## src/rtl/load_store_unit.sv

```systemverilog
// Memory-access stage: forms base+offset effective address, runs a req/ready
// handshake with data memory and writes load results back to the register file.
module load_store_unit #(
    parameter int DATA_W   = 64,
    parameter int OFF_W    = 12,
    parameter int TIMEOUT  = 15,
    parameter int ZERO_REG = 31
) (
    input  logic              clk,
    input  logic              rst,
    input  logic              start,
    input  logic              is_store,
    input  logic [DATA_W-1:0] base,
    input  logic [DATA_W-1:0] store_data,
    input  logic [OFF_W-1:0]  offset,
    input  logic [4:0]        rd,
    output logic              mem_req,
    output logic              mem_we,
    output logic [DATA_W-1:0] mem_addr,
    output logic [DATA_W-1:0] mem_wdata,
    input  logic [DATA_W-1:0] mem_rdata,
    input  logic              mem_ready,
    output logic              rf_writeenable,
    output logic [4:0]        rf_writeto,
    output logic [DATA_W-1:0] rf_writedat,
    output logic              busy,
    output logic              done,
    output logic              err
);

    localparam int CNT_W = $clog2(TIMEOUT + 1);

    typedef enum logic [2:0] {IDLE, REQ, WB, FIN, ERR} state_t;

    state_t            state_q, state_d;
    logic [CNT_W-1:0]  cnt_q, cnt_d;
    logic [DATA_W-1:0] addr_q, addr_d;
    logic [DATA_W-1:0] wdata_q, wdata_d;
    logic              is_store_q, is_store_d;
    logic [4:0]        rd_q, rd_d;
    logic              mem_req_q, mem_req_d;
    logic              mem_we_q, mem_we_d;
    logic              rf_we_q, rf_we_d;
    logic [4:0]        rf_writeto_q, rf_writeto_d;
    logic [DATA_W-1:0] rf_writedat_q, rf_writedat_d;
    logic              busy_q, busy_d;
    logic              done_q, done_d;
    logic              err_q, err_d;
    logic [DATA_W-1:0] eff_addr;

    always_comb begin
        state_d       = state_q;
        cnt_d         = cnt_q;
        addr_d        = addr_q;
        wdata_d       = wdata_q;
        is_store_d    = is_store_q;
        rd_d          = rd_q;
        rf_writeto_d  = rf_writeto_q;
        rf_writedat_d = rf_writedat_q;
        eff_addr      = base + {{(DATA_W-OFF_W){offset[OFF_W-1]}}, offset};

        case (state_q)
            IDLE: begin
                cnt_d = '0;
                if (start) begin
                    addr_d     = eff_addr;
                    wdata_d    = store_data;
                    is_store_d = is_store;
                    rd_d       = rd;
                    state_d    = (eff_addr[2:0] != 3'd0) ? ERR : REQ;
                end
            end
            REQ: begin
                if (mem_ready) begin
                    if (is_store_q) begin
                        state_d = FIN;
                    end else begin
                        state_d       = WB;
                        rf_writedat_d = mem_rdata;
                        rf_writeto_d  = rd_q;
                    end
                end else begin
                    cnt_d = cnt_q + 1'b1;
                    if (cnt_d == CNT_W'(TIMEOUT)) state_d = ERR;
                end
            end
            WB, FIN, ERR: begin
                state_d = IDLE;
                cnt_d   = '0;
            end
            default: state_d = IDLE;
        endcase

        // Outputs are decoded from the next state so they are registered
        // yet line up with the state they belong to.
        mem_req_d = (state_d == REQ);
        mem_we_d  = (state_d == REQ) && is_store_d;
        rf_we_d   = (state_d == WB) && (rd_d != 5'(ZERO_REG));
        busy_d    = (state_d != IDLE);
        done_d    = (state_d == WB) || (state_d == FIN) || (state_d == ERR);
        err_d     = (state_d == ERR);
    end

    always_ff @(posedge clk) begin
        if (rst) begin
            state_q       <= IDLE;
            cnt_q         <= '0;
            addr_q        <= '0;
            wdata_q       <= '0;
            is_store_q    <= 1'b0;
            rd_q          <= '0;
            mem_req_q     <= 1'b0;
            mem_we_q      <= 1'b0;
            rf_we_q       <= 1'b0;
            rf_writeto_q  <= '0;
            rf_writedat_q <= '0;
            busy_q        <= 1'b0;
            done_q        <= 1'b0;
            err_q         <= 1'b0;
        end else begin
            state_q       <= state_d;
            cnt_q         <= cnt_d;
            addr_q        <= addr_d;
            wdata_q       <= wdata_d;
            is_store_q    <= is_store_d;
            rd_q          <= rd_d;
            mem_req_q     <= mem_req_d;
            mem_we_q      <= mem_we_d;
            rf_we_q       <= rf_we_d;
            rf_writeto_q  <= rf_writeto_d;
            rf_writedat_q <= rf_writedat_d;
            busy_q        <= busy_d;
            done_q        <= done_d;
            err_q         <= err_d;
        end
    end

    assign mem_req        = mem_req_q;
    assign mem_we         = mem_we_q;
    assign mem_addr       = addr_q;
    assign mem_wdata      = wdata_q;
    assign rf_writeenable = rf_we_q;
    assign rf_writeto     = rf_writeto_q;
    assign rf_writedat    = rf_writedat_q;
    assign busy           = busy_q;
    assign done           = done_q;
    assign err            = err_q;

endmodule
```

## config.mk

```make
export PLATFORM = sky130hd
export DESIGN_NAME = load_store_unit
export DESIGN_NICKNAME = d
export VERILOG_FILES = /design/src/rtl/load_store_unit.sv
export SDC_FILE = /design/constraint.sdc
export NUM_CORES = 1
export LEC_CHECK = 0
export ABC_AREA = 1
export CORE_MARGIN = 5
export CORE_UTILIZATION = 46
export CTS_BUF_LIST = sky130_fd_sc_hd__clkbuf_2 sky130_fd_sc_hd__clkbuf_4 sky130_fd_sc_hd__clkbuf_8
export DETAILED_ROUTE_END_ITERATION = 8
export PLACE_DENSITY = 0.76
export SKIP_CTS_REPAIR_TIMING = 1
export SYNTH_ARGS = -nofsm -noshare
export SYNTH_HDL_FRONTEND = slang
export SYNTH_SLANG_ARGS = --single-unit
```

## constraint.sdc

```tcl
create_clock -name clk -period 2.5 [get_ports clk]
set_input_delay 0.5 -clock clk [delete_from_list [all_inputs] [get_ports clk]]
set_output_delay 0.5 -clock clk [all_outputs]
set_load 0.01 [all_outputs]
```

======== Word-level counts from Yosys, hierarchy flattened ========
Index checks and enable logic that the tools add are counted.
storage, ports and cells
  input bits .............................. 214
  word-level logic and storage cells ...... 52
  register bits after elaboration ......... 216
  output and inout port bits .............. 203
cells by class
  bitwise gates (word level) .............. 1
  $add $sub $neg .......................... 2
  eq/ne operators ......................... 11
  reductions and logical operators ........ 12
  multiplexer cells ....................... 12
operator list
  kind                                                              count
  64-bit adder                                                      1
  3-bit by 2-bit == test with 1-bit output (second input constant)  4
  3-bit 2-to-1 mux                                                  4
  5-bit 2-to-1 mux                                                  2
  4-bit one-hot mux with 2 select lines                             1
  3-bit by 1-bit == test with 1-bit output (second input constant)  2
  3-bit == test (second input constant)                             2
  3-bit one-hot mux with 2 select lines                             1
  3-bit nonzero test                                                2
  5-bit inequality test (second input constant)                     1
  4-bit by 1-bit adder with 4-bit output (second input constant)    1
  4-bit == test (second input constant)                             1
  4-bit 2-to-1 mux                                                  1
  2-bit AND reduction                                               2
  4-bit OR reduction                                                1
  3-bit logical NOT                                                 1
  1-bit 2-to-1 mux                                                  3
  3-bit AND reduction                                               1
  1-bit logical AND                                                 2
  1-bit logical OR                                                  2
  2-bit inequality test (second input constant)                     1
  2-bit nonzero test                                                1
  1-bit inverter                                                    1

======== Longest topological paths before layout ========
Gate-level depths: netlist of the first run.
  depth in word-level cells ............... 8
  gate-level depth with buffers ........... 17
  gate-level depth less buffers ........... 17

======== Worst setup path after synthesis of the first run ========
Ideal clock, no wire load.
  path type ............................... input port to flip-flop
  start point ............................. input offset[0]
  end point ............................... register addr_q[40], in the netlist mem_addr[40]
  data required time ...................... 2387 ps
  stages on the path ...................... 14
  arrival time ............................ 2010 ps
  slack ................................... 377 ps
  library setup time ...................... 113 ps
  path buffers ............................ 0
  cell sequence ........................... ha_1 fa_1 nand3_1 nand3_1 nand2_1 nand2_2 nand2_1 nand3_2 nand2_1 nand2_1 nand2_1 nand2_1 o21ai_1 inv_1
between the ends
  word-level cells in the longest chain between the ends .. 1
RTL lines
  element               RTL line  RTL
  start, declared       15        input logic [OFF_W-1:0] offset,
  64-bit adder          60        eff_addr = base + {{(DATA_W-OFF_W){offset[OFF_W-1]}}, offset};
  end signal, assigned  123       addr_q <= addr_d;
  end, declared         37        logic [DATA_W-1:0] addr_q, addr_d;
No other way between the ends.
A chain may end at the register's enable or synchronous reset.

======== Worst setup path in the final report of the first run ========
  start point ............................. input base[47]
  end point ............................... register addr_q[55], in the netlist mem_addr[55]
between the ends
  word-level cells in the longest chain between the ends .. 1
RTL lines
  element          RTL line  RTL
  start, declared  13        input logic [DATA_W-1:0] base,
  64-bit adder     60
No other way between the ends.

==> results of run 1 <==
-- metrics by stage --
| stage | setup slack [ns] | total power, mW | utilization (%) |
|---|---|---|---|
| floorplan | 0.377 | 5.60 | - |
| CTS | 0.295 | 10.9 | 68.2 |
| detailed placement | -0.251 | 7.38 | 65.4 |
| global placement | -0.219 | 7.33 | 65.4 |
| global route | 0.123 | 11.5 | 68.3 |
| finish | 0.258 | 10.9 | 68.3 |
-- cells in the final DEF (no fill, tap or decap), types with 3 or more instances in the layout --
master	count
buf_4	149
clkbuf_8	51
or2_2	3
nand2_2	17
nand2_1	639
nand4_1	4
o21ai_1	6
clkinv_2	3
inv_1	413
diode_2	8
o21ai_0	167
nor3_1	7
nand3_1	75
ha_1	65
clkbuf_4	9
inv_2	11
nor2_1	486
nand3_2	8
nor2_2	28
clkdlybuf4s50_1	414
nor3_2	8
dfxtp_1	216
a21oi_1	45
xnor2_1	4
buf_12	8
o21a_1	3
xor2_1	29
-- sequential cells by signal, indices dropped and copies added (netlist names) --
signal          count
state_q             3
mem_we              1
mem_req             1
mem_addr           64
rf_writedat        64
done                1
rf_writeto          5
rd_q                5
cnt_q               4
busy                1
mem_wdata          64
is_store_q          1
err                 1
rf_writeenable      1
-- worst register-to-register path: stages (launching register included) --
cell and delay [ns]:
dfxtp_1 0.35, nor2_1 0.24, nand3_4 0.16, inv_4 0.17, buf_12 0.21, buf_12 0.22
nor2_1 0.07, nor2_1 0.10, o21ai_0 0.12, inv_1 0.08
-- final cells by class --
cell class,count,area share (%)
well taps,390,2.42
clock buffers,60,3.81
multi-input cells,1610,37.1
inverters,427,7.96
repair buffers,573,26.9
flip-flops and latches,216,21.4
clock inverters,5,0.285
diodes,8,0.0992
-- cell usage after synthesis (4+ instances only) --
cell | n | share of area (%)
nor3_2 | 8 | 0.58
o21ai_1 | 6 | 0.22
clkbuf_1 | 43 | 1.2
nor3_1 | 7 | 0.26
inv_1 | 414 | 11
nand2_2 | 17 | 0.78
nand3_2 | 8 | 0.58
nor2_1 | 486 | 13
o21ai_0 | 167 | 6.1
inv_2 | 12 | 0.33
xor2_1 | 29 | 1.9
ha_1 | 65 | 5.9
xnor2_1 | 4 | 0.26
a21oi_1 | 45 | 1.6
nand2_1 | 639 | 17
nor2_2 | 28 | 1.3
nand4_1 | 4 | 0.18
buf_2 | 9 | 0.33
nand3_1 | 76 | 2.8
buf_4 | 11 | 0.60
dfxtp_1 | 216 | 32
-- kinds of logic after synthesis --
| group | after synthesis | share of synthesized area [%] |
|---|---|---|
| mux | 2 | 0.146 |
| fa+ha+maj | 66 | 6.07 |
| compound gates | 226 | 8.40 |
| buf+inv | 494 | 14.0 |
| flops | 216 | 31.5 |
| simple gates | 1283 | 37.8 |
| xor+xnor | 33 | 2.11 |
-- where the power goes --
group          switching, mW  total (mW)  leakage (nW)  internal, mW
clock                   1.48        3.53         0.439          2.06
combinational           1.85        3.47          8.53          1.62
sequential             0.154        3.87          1.77          3.71
total                   3.48        10.9          10.7          7.39
-- worst paths after layout --
| kind | start | to | depth (start not counted) |
|---|---|---|---|
| max reg2reg | state_q[0] | mem_addr[4] | 9 |
| min reg2reg | mem_addr[2] | mem_addr[2] | 2 |
| max | base[47] | mem_addr[55] | 12 |
| min | mem_addr[2] | mem_addr[2] | 2 |
-- per-layer routing --
layer	global-route usage [%]	wire length (µm)
met2	52.7	25300
met5	0	0
met1	36.3	21200
met4	12.0	2200
met3	4.46	3510
==> summary.txt, run 1 <==
Outcome
  – Status: complete, no violations

Synthesis
  – Number of synthesized flops with an enable pin: 0
  – Sequential share of the synthesized area: 31.5%
  – Netlist Area Pre-Place: 0.0137 mm²
  – Synth Instances: 2320
  – Syn avg cell area: 5.91 µm²
  – Syn_nets: 2600
  – Ys async rst share: 0%
  – Ys Warns: 0
  – Synth cell types: 39
  – Post-synth top flop: dfxtp_1
  – Post-synthesis register bit count: 216

Global routing
  – Total gr overflow: 0
  – Largest net degree at the start of global routing: 77
  – Initial antenna violation count: 8
  – Vias in the first global route: 14.8k
  – First-pass GRT wire length: 79800 µm
  – GRT Resource Usage Total: 29.8%

Cells and area
  – Share of post-route cells with drive strength above 1: 10.5%
  – Cell area after layout: 0.0202 mm²
  – NumNets Final: 3146
  – Sequential cell area: 0.00432 mm²
  – Multi-input logic area: 0.00749 mm²
  – Cell Count, Final, Fillers Out: 3289
  – Fill cell count: 2684
  – Layout area overhead: 47.2%

Placed design
  – Placer Congestion: 0.996
  – Placed cells: 3216
  – Port bufs: 416
  – Cell Area, Placed: 0.0193 mm²
  – DP HPWL: 42400 µm

Detailed routing
  – Via/cell ratio: 4.80
  – Residual DRC: 0
  – Final ANT Viol Nets: 0
  – Routed len/inst: 15.9 µm
  – Initial drt markers: 1034
  – Detailed-route via count: 15.8k
  – Drt total wl: 52200 µm
  – TritonRoute pass-1 iters: 6

Clock network
  – Num Clock Sinks: 216
  – CTS tree: built
  – Clock transition at the registers of the reported paths: 0.05 ns
  – Max Root-Sink Buffers: 3
  – TritonCTS buffer count: 38
  – Clk_lat worst skew: 0.52 ns
  – Clock root buffer: clkbuf_8
  – H-Tree Depth: 2

Die
  – IO Pins: 417
  – Die area: 0.0334 mm²
  – Initial Util: 46.4%
  – Die W: 183 µm
  – Core area: 0.0296 mm²
  – Row count: 63
  – Die Ht: 183 µm

Timing
  – Final count of negative-setup-slack endpoints: 0
  – Final max-slew violation count: 0
  – Slew @ Worst Pin: 0.900 ns
  – Total negative slack: 0 ns
  – Final Cycle Share: 89.7%
  – Final worst path period need: 2.24 ns
  – Max-slew headroom: 40.0%
  – Fmax: 446 MHz
  – Clk_skew: 0.0184 ns
  – Final hold viol count: 0
  – Hold WS: 0.466 ns
  – RSZ-0062 raised after global routing: false

Pwr
  – Leakage: 10.7 nW
  – Power density over the cells: 539 mW/mm²
  – Worst ir drop on vdd: 0.317 mV

Setup path
  – Setup slack, reg-to-reg: 0.72 ns
  – Slowest cell on crit path: ha_1
  – Crit end category: flip-flop
  – CP required: 2.91 ns
  – Critical path class: primary input to flip-flop
  – Slowest stage delay, CP: 0.41 ns
  – CP arrival: 2.65 ns
  – CP Max Fanout: 4
  – Crit path launch type: primary input
  – Critical path cell sequence: clkdlybuf4s50_1, ha_1, nand2_1, buf_4, nor2_1, nand2_1, nor2_1, nand3_1, nand3_1, nand3_1, nand2_1, inv_1
  – CP Buf/Inv Count: 3
  – CP top delay family: simple AND/OR/NAND/NOR gates

Min path
  – Class of the worst hold path: flip-flop to flip-flop

Job
  – Max-cap violations: 0
Note: power is estimated with default switching activity, not from simulation.
==> run 2: changes to the inputs <==
SETUP_SLACK_MARGIN = 0.4   (was default)
SLEW_MARGIN = 20   (was default)
==> summary.txt, run 2 (synthesis results as in run 1) <==
Setup path
  – CP required: 2.92 ns (was 2.91 ns)
  – Critical path class: primary input to flip-flop (unchanged)
  – CP top delay family: simple AND/OR/NAND/NOR gates (unchanged)
  – Crit end category: flip-flop (unchanged)
  – Critical path cell sequence: clkdlybuf4s50_1, ha_2, nand2_2, nor2_2, nand2_1, inv_1, buf_4, nand2_1, nor2_1, nand2_2, nand3_1, nand3_1, nand2_1, inv_1 (was clkdlybuf4s50_1, ha_1, nand2_1, buf_4, nor2_1, nand2_1, nor2_1, nand3_1, nand3_1, nand3_1, nand2_1, inv_1)
  – CP arrival: 2.56 ns (was 2.65 ns)
  – Setup slack, reg-to-reg: 0.78 ns (was 0.72 ns)
  – Most frequent CP cell: nand2_1
  – Slowest cell on crit path: clkdlybuf4s50_1 (was ha_1)
  – Slowest stage delay, CP: 0.41 ns (about the same)
  – CP Buf/Inv Count: 4 (was 3)
  – Crit path launch type: primary input (unchanged)
  – CP Max Fanout: 4 (unchanged)

Die
  – Die area: 0.0334 mm² (unchanged)
  – Core area: 0.0296 mm² (unchanged)
  – Die W: 183 µm (unchanged)
  – IO Pins: 417 (unchanged)
  – Row count: 63 (unchanged)
  – Initial Util: 46.4% (unchanged)
  – Die Ht: 183 µm (unchanged)

Clock network
  – Clock transition at the registers of the reported paths: 0.06 ns (was 0.05 ns)
  – TritonCTS buffer count: 38 (unchanged)
  – Clk_lat worst skew: 0.53 ns (was 0.52 ns)
  – Clock root buffer: clkbuf_8 (unchanged)
  – Max Root-Sink Buffers: 3 (unchanged)
  – H-Tree Depth: 2 (unchanged)
  – CTS tree: built (unchanged)
  – Num Clock Sinks: 216 (unchanged)

Placed design
  – Place WS: -0.326 ns (was -0.251 ns)
  – Port bufs: 416 (unchanged)
  – Placer Congestion: 0.997 (was 0.996)
  – Placed cells: 3223 (was 3216)
  – DP HPWL: 43500 µm (was 42400 µm)

Timing
  – Post-route setup slack: 0.362 ns (was 0.258 ns)
  – Total negative slack: 0 ns (unchanged)
  – Final count of negative-setup-slack endpoints: 0 (unchanged)
  – Final hold viol count: 0 (unchanged)
  – RSZ-0062 raised after global routing: true (was false)
  – Slew @ Worst Pin: 0.896 ns (was 0.900 ns)
  – Hold WS: 0.457 ns (was 0.466 ns)
  – Clk_skew: 0.0113 ns (was 0.0184 ns)
  – Final Cycle Share: 85.5% (was 89.7%)
  – Fmax: 468 MHz (was 446 MHz)
  – Final worst path period need: 2.14 ns (was 2.24 ns)
  – Max-slew headroom: 40.2% (was 40.0%)
  – Final max-slew violation count: 0 (unchanged)

Detailed routing
  – Via/cell ratio: 4.96 (was 4.80)
  – Drt total wl: 57000 µm (was 52200 µm)
  – TritonRoute pass-1 iters: 5 (was 6)
  – Final ANT Viol Nets: 0 (unchanged)
  – Routed len/inst: 17.2 µm (was 15.9 µm)
  – Initial drt markers: 1268 (was 1034)
  – Detailed-route via count: 16.4k (was 15.8k)
  – Residual DRC: 0 (unchanged)

Cells and area
  – Layout area overhead: 58.8% (was 47.2%)
  – Fill cell count: 2444 (was 2684)
  – Share of post-route cells with drive strength above 1: 19.4% (was 10.5%)
  – Cell Count, Final, Fillers Out: 3314 (was 3289)
  – Commonest non-fill, non-tap cell in the layout: nand2_1 (unchanged)
  – Sequential cell area: 0.00432 mm² (unchanged)
  – NumNets Final: 3164 (was 3146)
  – Multi-input logic area: 0.00879 mm² (was 0.00749 mm²)
  – Most frequent cells in the layout: 540 x nand2_1, 451 x nor2_1, 407 x inv_1, 389 x clkdlybuf4s50_1, 216 x dfxtp_1 (was 639 x nand2_1, 486 x nor2_1, 414 x clkdlybuf4s50_1, 413 x inv_1, 216 x dfxtp_1)

Job
  – Max-cap violations: 0 (unchanged)

Pwr
  – Power density over the cells: 520 mW/mm² (was 539 mW/mm²)
  – Comb pwr share: 34.7% (was 31.9%)
  – Sw frac: 32.8% (was 32.0%)
  – Leakage: 11.2 nW (was 10.7 nW)
  – Worst ir drop on vdd: 0.336 mV (was 0.317 mV)
  – Power, Total: 11.3 mW (was 10.9 mW)
  – Sequential Power Share: 34.2% (was 35.6%)
  – Clk pwr share: 31.2% (was 32.5%)
  – Pint: 7.61 mW (was 7.39 mW)
  – Switch Pwr: 3.72 mW (was 3.48 mW)

Global routing
  – Largest net degree at the start of global routing: 77 (unchanged)
  – Initial antenna violation count: 13 (was 8)
  – GRT Resource Usage Total: 30.4% (was 29.8%)
  – Total gr overflow: 0 (unchanged)
  – First-pass GRT wire length: 81000 µm (was 79800 µm)
  – Vias in the first global route: 15.2k (was 14.8k)

Outcome
  – Status: complete, no violations (unchanged)

Min path
  – Class of the worst hold path: primary input to flip-flop (was flip-flop to flip-flop)
==> run 2: metal layers <==
metal  GRT usage (%)  vias to the layer above  wire [µm]
li1                -                     8106          -
met1            36.9                     7545      22000
met2            51.7                      649      27700
met3            4.74                      147       4170
met4            16.5                        0       3070
met5               0                        -          0
==> run 2: final cells by class <==
| type | instances | area share, % |
|---|---|---|
| multi-input cells | 1610 | 40.4 |
| clock buffers | 60 | 3.36 |
| diodes | 14 | 0.161 |
| well taps | 390 | 2.24 |
| clock inverters | 6 | 0.402 |
| repair buffers | 591 | 26.3 |
| flip-flops and latches | 216 | 19.8 |
| inverters | 427 | 7.37 |
==> run 2: tightest hold or removal path, stage by stage <==
cell,delay [ns]
dlymetal6s2s_1,0.13
ha_4,0.15
o21ai_0,0.09
nor2_1,0.08
==> run 2: path summary, 6_finish.rpt <==
kind / startpoint / end / depth (start not counted)
worst min register to register: mem_wdata[4] / mem_wdata[4] / 2
worst min-delay path: offset[0] / mem_addr[0] / 4
worst max-delay path: base[21] / mem_addr[51] / 14
worst max register to register: state_q[0] / mem_req / 8
==> run 2: power by group through the flow <==
stage | clock (mW) | combinational [mW] | sequential [mW]
after detailed placement | 0 | 3.47 | 3.94
after global placement | 0 | 3.43 | 3.92
after floorplan | 0 | 1.57 | 4.03
final | 3.53 | 3.92 | 3.87
after CTS | 3.58 | 3.49 | 3.86
after global routing | 3.73 | 4.25 | 3.90
==> run 2: per-stage QoR <==
step	util (%)	cell area, µm²
after floorplan	-	13700
after global routing	73.7	21800
final	73.7	21800
after global placement	65.7	19400
after detailed placement	65.7	19400
after CTS	68.5	20200
==> run 3: changes to the inputs <==
CELL_PAD_IN_SITES_DETAIL_PLACEMENT = 0   (was default)
CELL_PAD_IN_SITES_GLOBAL_PLACEMENT = 1   (was default)
CORE_UTILIZATION = 33   (was 46)
PLACE_DENSITY = 0.81   (was 0.76)
==> summary.txt, run 3 (synthesis results as in run 1) <==
Min path
  – Class of the worst hold path: primary input to flip-flop (unchanged)
  – Hold path cells: 4 (unchanged)
  – Hold path start: offset[0] (unchanged)
  – Hold endpoint: mem_addr[0] (unchanged)

Cells and area
  – Most frequent cells in the layout: 574 x nand2_1, 455 x nor2_1, 409 x inv_1, 382 x clkdlybuf4s50_1, 216 x dfxtp_1 (was 540 x nand2_1, 451 x nor2_1, 407 x inv_1, 389 x clkdlybuf4s50_1, 216 x dfxtp_1)
  – Fill cell count: 4083 (was 2444)
  – Layout area overhead: 56.4% (was 58.8%)
  – Share of post-route cells with drive strength above 1: 16.5% (was 19.4%)
  – NumNets Final: 3133 (was 3164)
  – Final core utilization: 52.3% (was 73.7%)
  – Commonest non-fill, non-tap cell in the layout: nand2_1 (unchanged)

Timing
  – Final hold viol count: 0 (unchanged)
  – Final count of negative-setup-slack endpoints: 0 (unchanged)
  – Final Cycle Share: 82.7% (was 85.5%)
  – Final worst path period need: 2.07 ns (was 2.14 ns)
  – Clk_skew: 0.0317 ns (was 0.0113 ns)
  – Max-slew headroom: 69.7% (was 40.2%)
  – Post-route setup slack: 0.434 ns (was 0.362 ns)
  – Slew @ Worst Pin: 0.455 ns (was 0.896 ns)
  – Final max-slew violation count: 0 (unchanged)
  – RSZ-0062 raised after global routing: true (unchanged)
  – Fmax: 484 MHz (was 468 MHz)

Die
  – Die Ht: 214 µm (was 183 µm)
  – Die W: 214 µm (was 183 µm)
  – Die area: 0.0458 mm² (was 0.0334 mm²)
  – Core area: 0.0410 mm² (was 0.0296 mm²)
  – Initial Util: 33.4% (was 46.4%)
  – Row count: 74 (was 63)
  – IO Pins: 417 (unchanged)

Clock network
  – TritonCTS buffer count: 38 (unchanged)
  – Clock root buffer: clkbuf_8 (unchanged)
  – Num Clock Sinks: 216 (unchanged)
  – CTS tree: built (unchanged)
  – Clk_lat worst skew: 0.55 ns (was 0.53 ns)
  – Max Root-Sink Buffers: 3 (unchanged)
  – H-Tree Depth: 2 (unchanged)
  – Clock transition at the registers of the reported paths: 0.06 ns (about the same)

Global routing
  – Total gr overflow: 0 (unchanged)
  – Largest net degree at the start of global routing: 105 (was 77)
  – First-pass GRT wire length: 82800 µm (was 81000 µm)
  – Vias in the first global route: 14.9k (was 15.2k)
  – GRT Resource Usage Total: 23.2% (was 30.4%)
  – Initial antenna violation count: 10 (was 13)

Placed design
  – Placer Congestion: 0.997 (about the same)
  – DP HPWL: 45700 µm (was 43500 µm)
  – Port bufs: 416 (unchanged)
  – Place WS: -0.230 ns (was -0.326 ns)

Setup path
  – Setup slack, reg-to-reg: 0.83 ns (was 0.78 ns)
  – Reg2Reg Capture Point: rf_writeenable (was mem_req)
  – Crit path launch type: primary input (unchanged)
  – Cells on worst reg2reg path: 6 (was 8)
  – Critical path class: primary input to flip-flop (unchanged)
  – CP arrival: 2.49 ns (was 2.56 ns)
  – CP Max Fanout: 3 (was 4)
  – Crit end category: flip-flop (unchanged)
  – RR Startpoint: state_q[1] (was state_q[0])
  – CP required: 2.92 ns (about the same)

Detailed routing
  – Routed len/inst: 16.7 µm (was 17.2 µm)
  – Residual DRC: 0 (unchanged)
  – Via/cell ratio: 4.57 (was 4.96)
  – Final ANT Viol Nets: 0 (unchanged)
  – Initial drt markers: 870 (was 1268)
  – Drt total wl: 57200 µm (was 57000 µm)
  – TritonRoute pass-1 iters: 5 (unchanged)
  – Detailed-route via count: 15.6k (was 16.4k)

Pwr
  – Power density over the cells: 514 mW/mm² (was 520 mW/mm²)
  – Worst ir drop on vdd: 0.300 mV (was 0.336 mV)
  – Sequential Power Share: 35.0% (was 34.2%)
  – Clk pwr share: 30.9% (was 31.2%)
  – Comb pwr share: 34.1% (was 34.7%)
  – Pint: 7.38 mW (was 7.61 mW)
  – Leakage: 11.1 nW (was 11.2 nW)
  – Power, Total: 11.0 mW (was 11.3 mW)
  – Switch Pwr: 3.66 mW (was 3.72 mW)
  – Sw frac: 33.2% (was 32.8%)

Outcome
  – Status: complete, no violations (unchanged)

Job
  – Max-cap violations: 0 (unchanged)
==> run 3: cell types whose count changed in the layout (fill, tap and decap cells not counted), sizes merged <==
cell           previous run  this run
dlymetal6s2s             25        32
bufinv                    2         1
diode                    14         9
clkbuf                   62        56
clkinv                    4         8
clkinvlp                  0         1
clkdlybuf4s50           389       382
buf                     175       143
==> run 3: worst max-delay path by stage <==
stage	startpoint	endpoint	slack [ns]	cells past startpoint
2_1_floorplan	offset[0]	mem_addr[40]	0.44	14
3_3_place_gp	offset[0]	mem_addr[60]	-0.22	15
3_5_place_dp	base[23]	mem_addr[62]	-0.23	14
4_1_cts	mem_addr[49]	mem_addr[49]	0.34	1
5_1_grt	base[32]	mem_addr[59]	0.33	16
6_report	base[6]	mem_addr[24]	0.43	15
==> run 3: cell type report <==
type,instances,area (µm²),share of cell area [%]
multi-input cells,1610,8530,39.8
repair buffers,560,5510,25.7
well taps,532,666,3.10
clock buffers,53,704,3.28
inverters,427,1610,7.49
clock inverters,10,85.1,0.397
diodes,9,22.5,0.105
flip-flops and latches,216,4320,20.2
==> run 3: layer usage <==
metal | routed length [µm] | track usage [%]
met1 | 23100 | 27.4
met2 | 28800 | 42.2
met3 | 3460 | 3.99
met4 | 1940 | 8.16
met5 | 13 | 0
==> run 3: stage by stage <==
| stage | std cells | hold WS [ns] | setup TNS [ns] | cell area [µm²] |
|---|---|---|---|---|
| 2_1_floorplan | 2320 | 0.447 | 0 | 13700 |
| 3_3_place_gp | 3337 | 0.455 | -6.57 | 19400 |
| 3_5_place_dp | 3337 | 0.471 | -7.52 | 19400 |
| 4_1_cts | 3400 | 0.450 | 0 | 20200 |
| 5_1_grt | 3416 | 0.446 | 0 | 21500 |
| 6_report | 3417 | 0.422 | 0 | 21500 |
==> run 3: critical path, stage by stage <==
cell and delay (ns):
clkdlybuf4s50_1 0.51, ha_4 0.22, buf_4 0.14, nand2_2 0.09, inv_1 0.04, nand2_1 0.06
nand2_1 0.09, inv_1 0.09, nand2_2 0.06, nand2_1 0.07, nand3_2 0.09, buf_4 0.15
xor2_1 0.16, o21ai_0 0.15, inv_1 0.05
==> run 3: power groups by stage <==
stage | clock [mW] | combinational, mW | sequential (mW)
floorplan | 0 | 1.57 | 4.03
global placement | 0 | 3.44 | 3.93
detailed placement | 0 | 3.46 | 3.94
CTS | 3.53 | 3.47 | 3.86
global route | 3.68 | 4.14 | 3.89
finish | 3.41 | 3.76 | 3.86
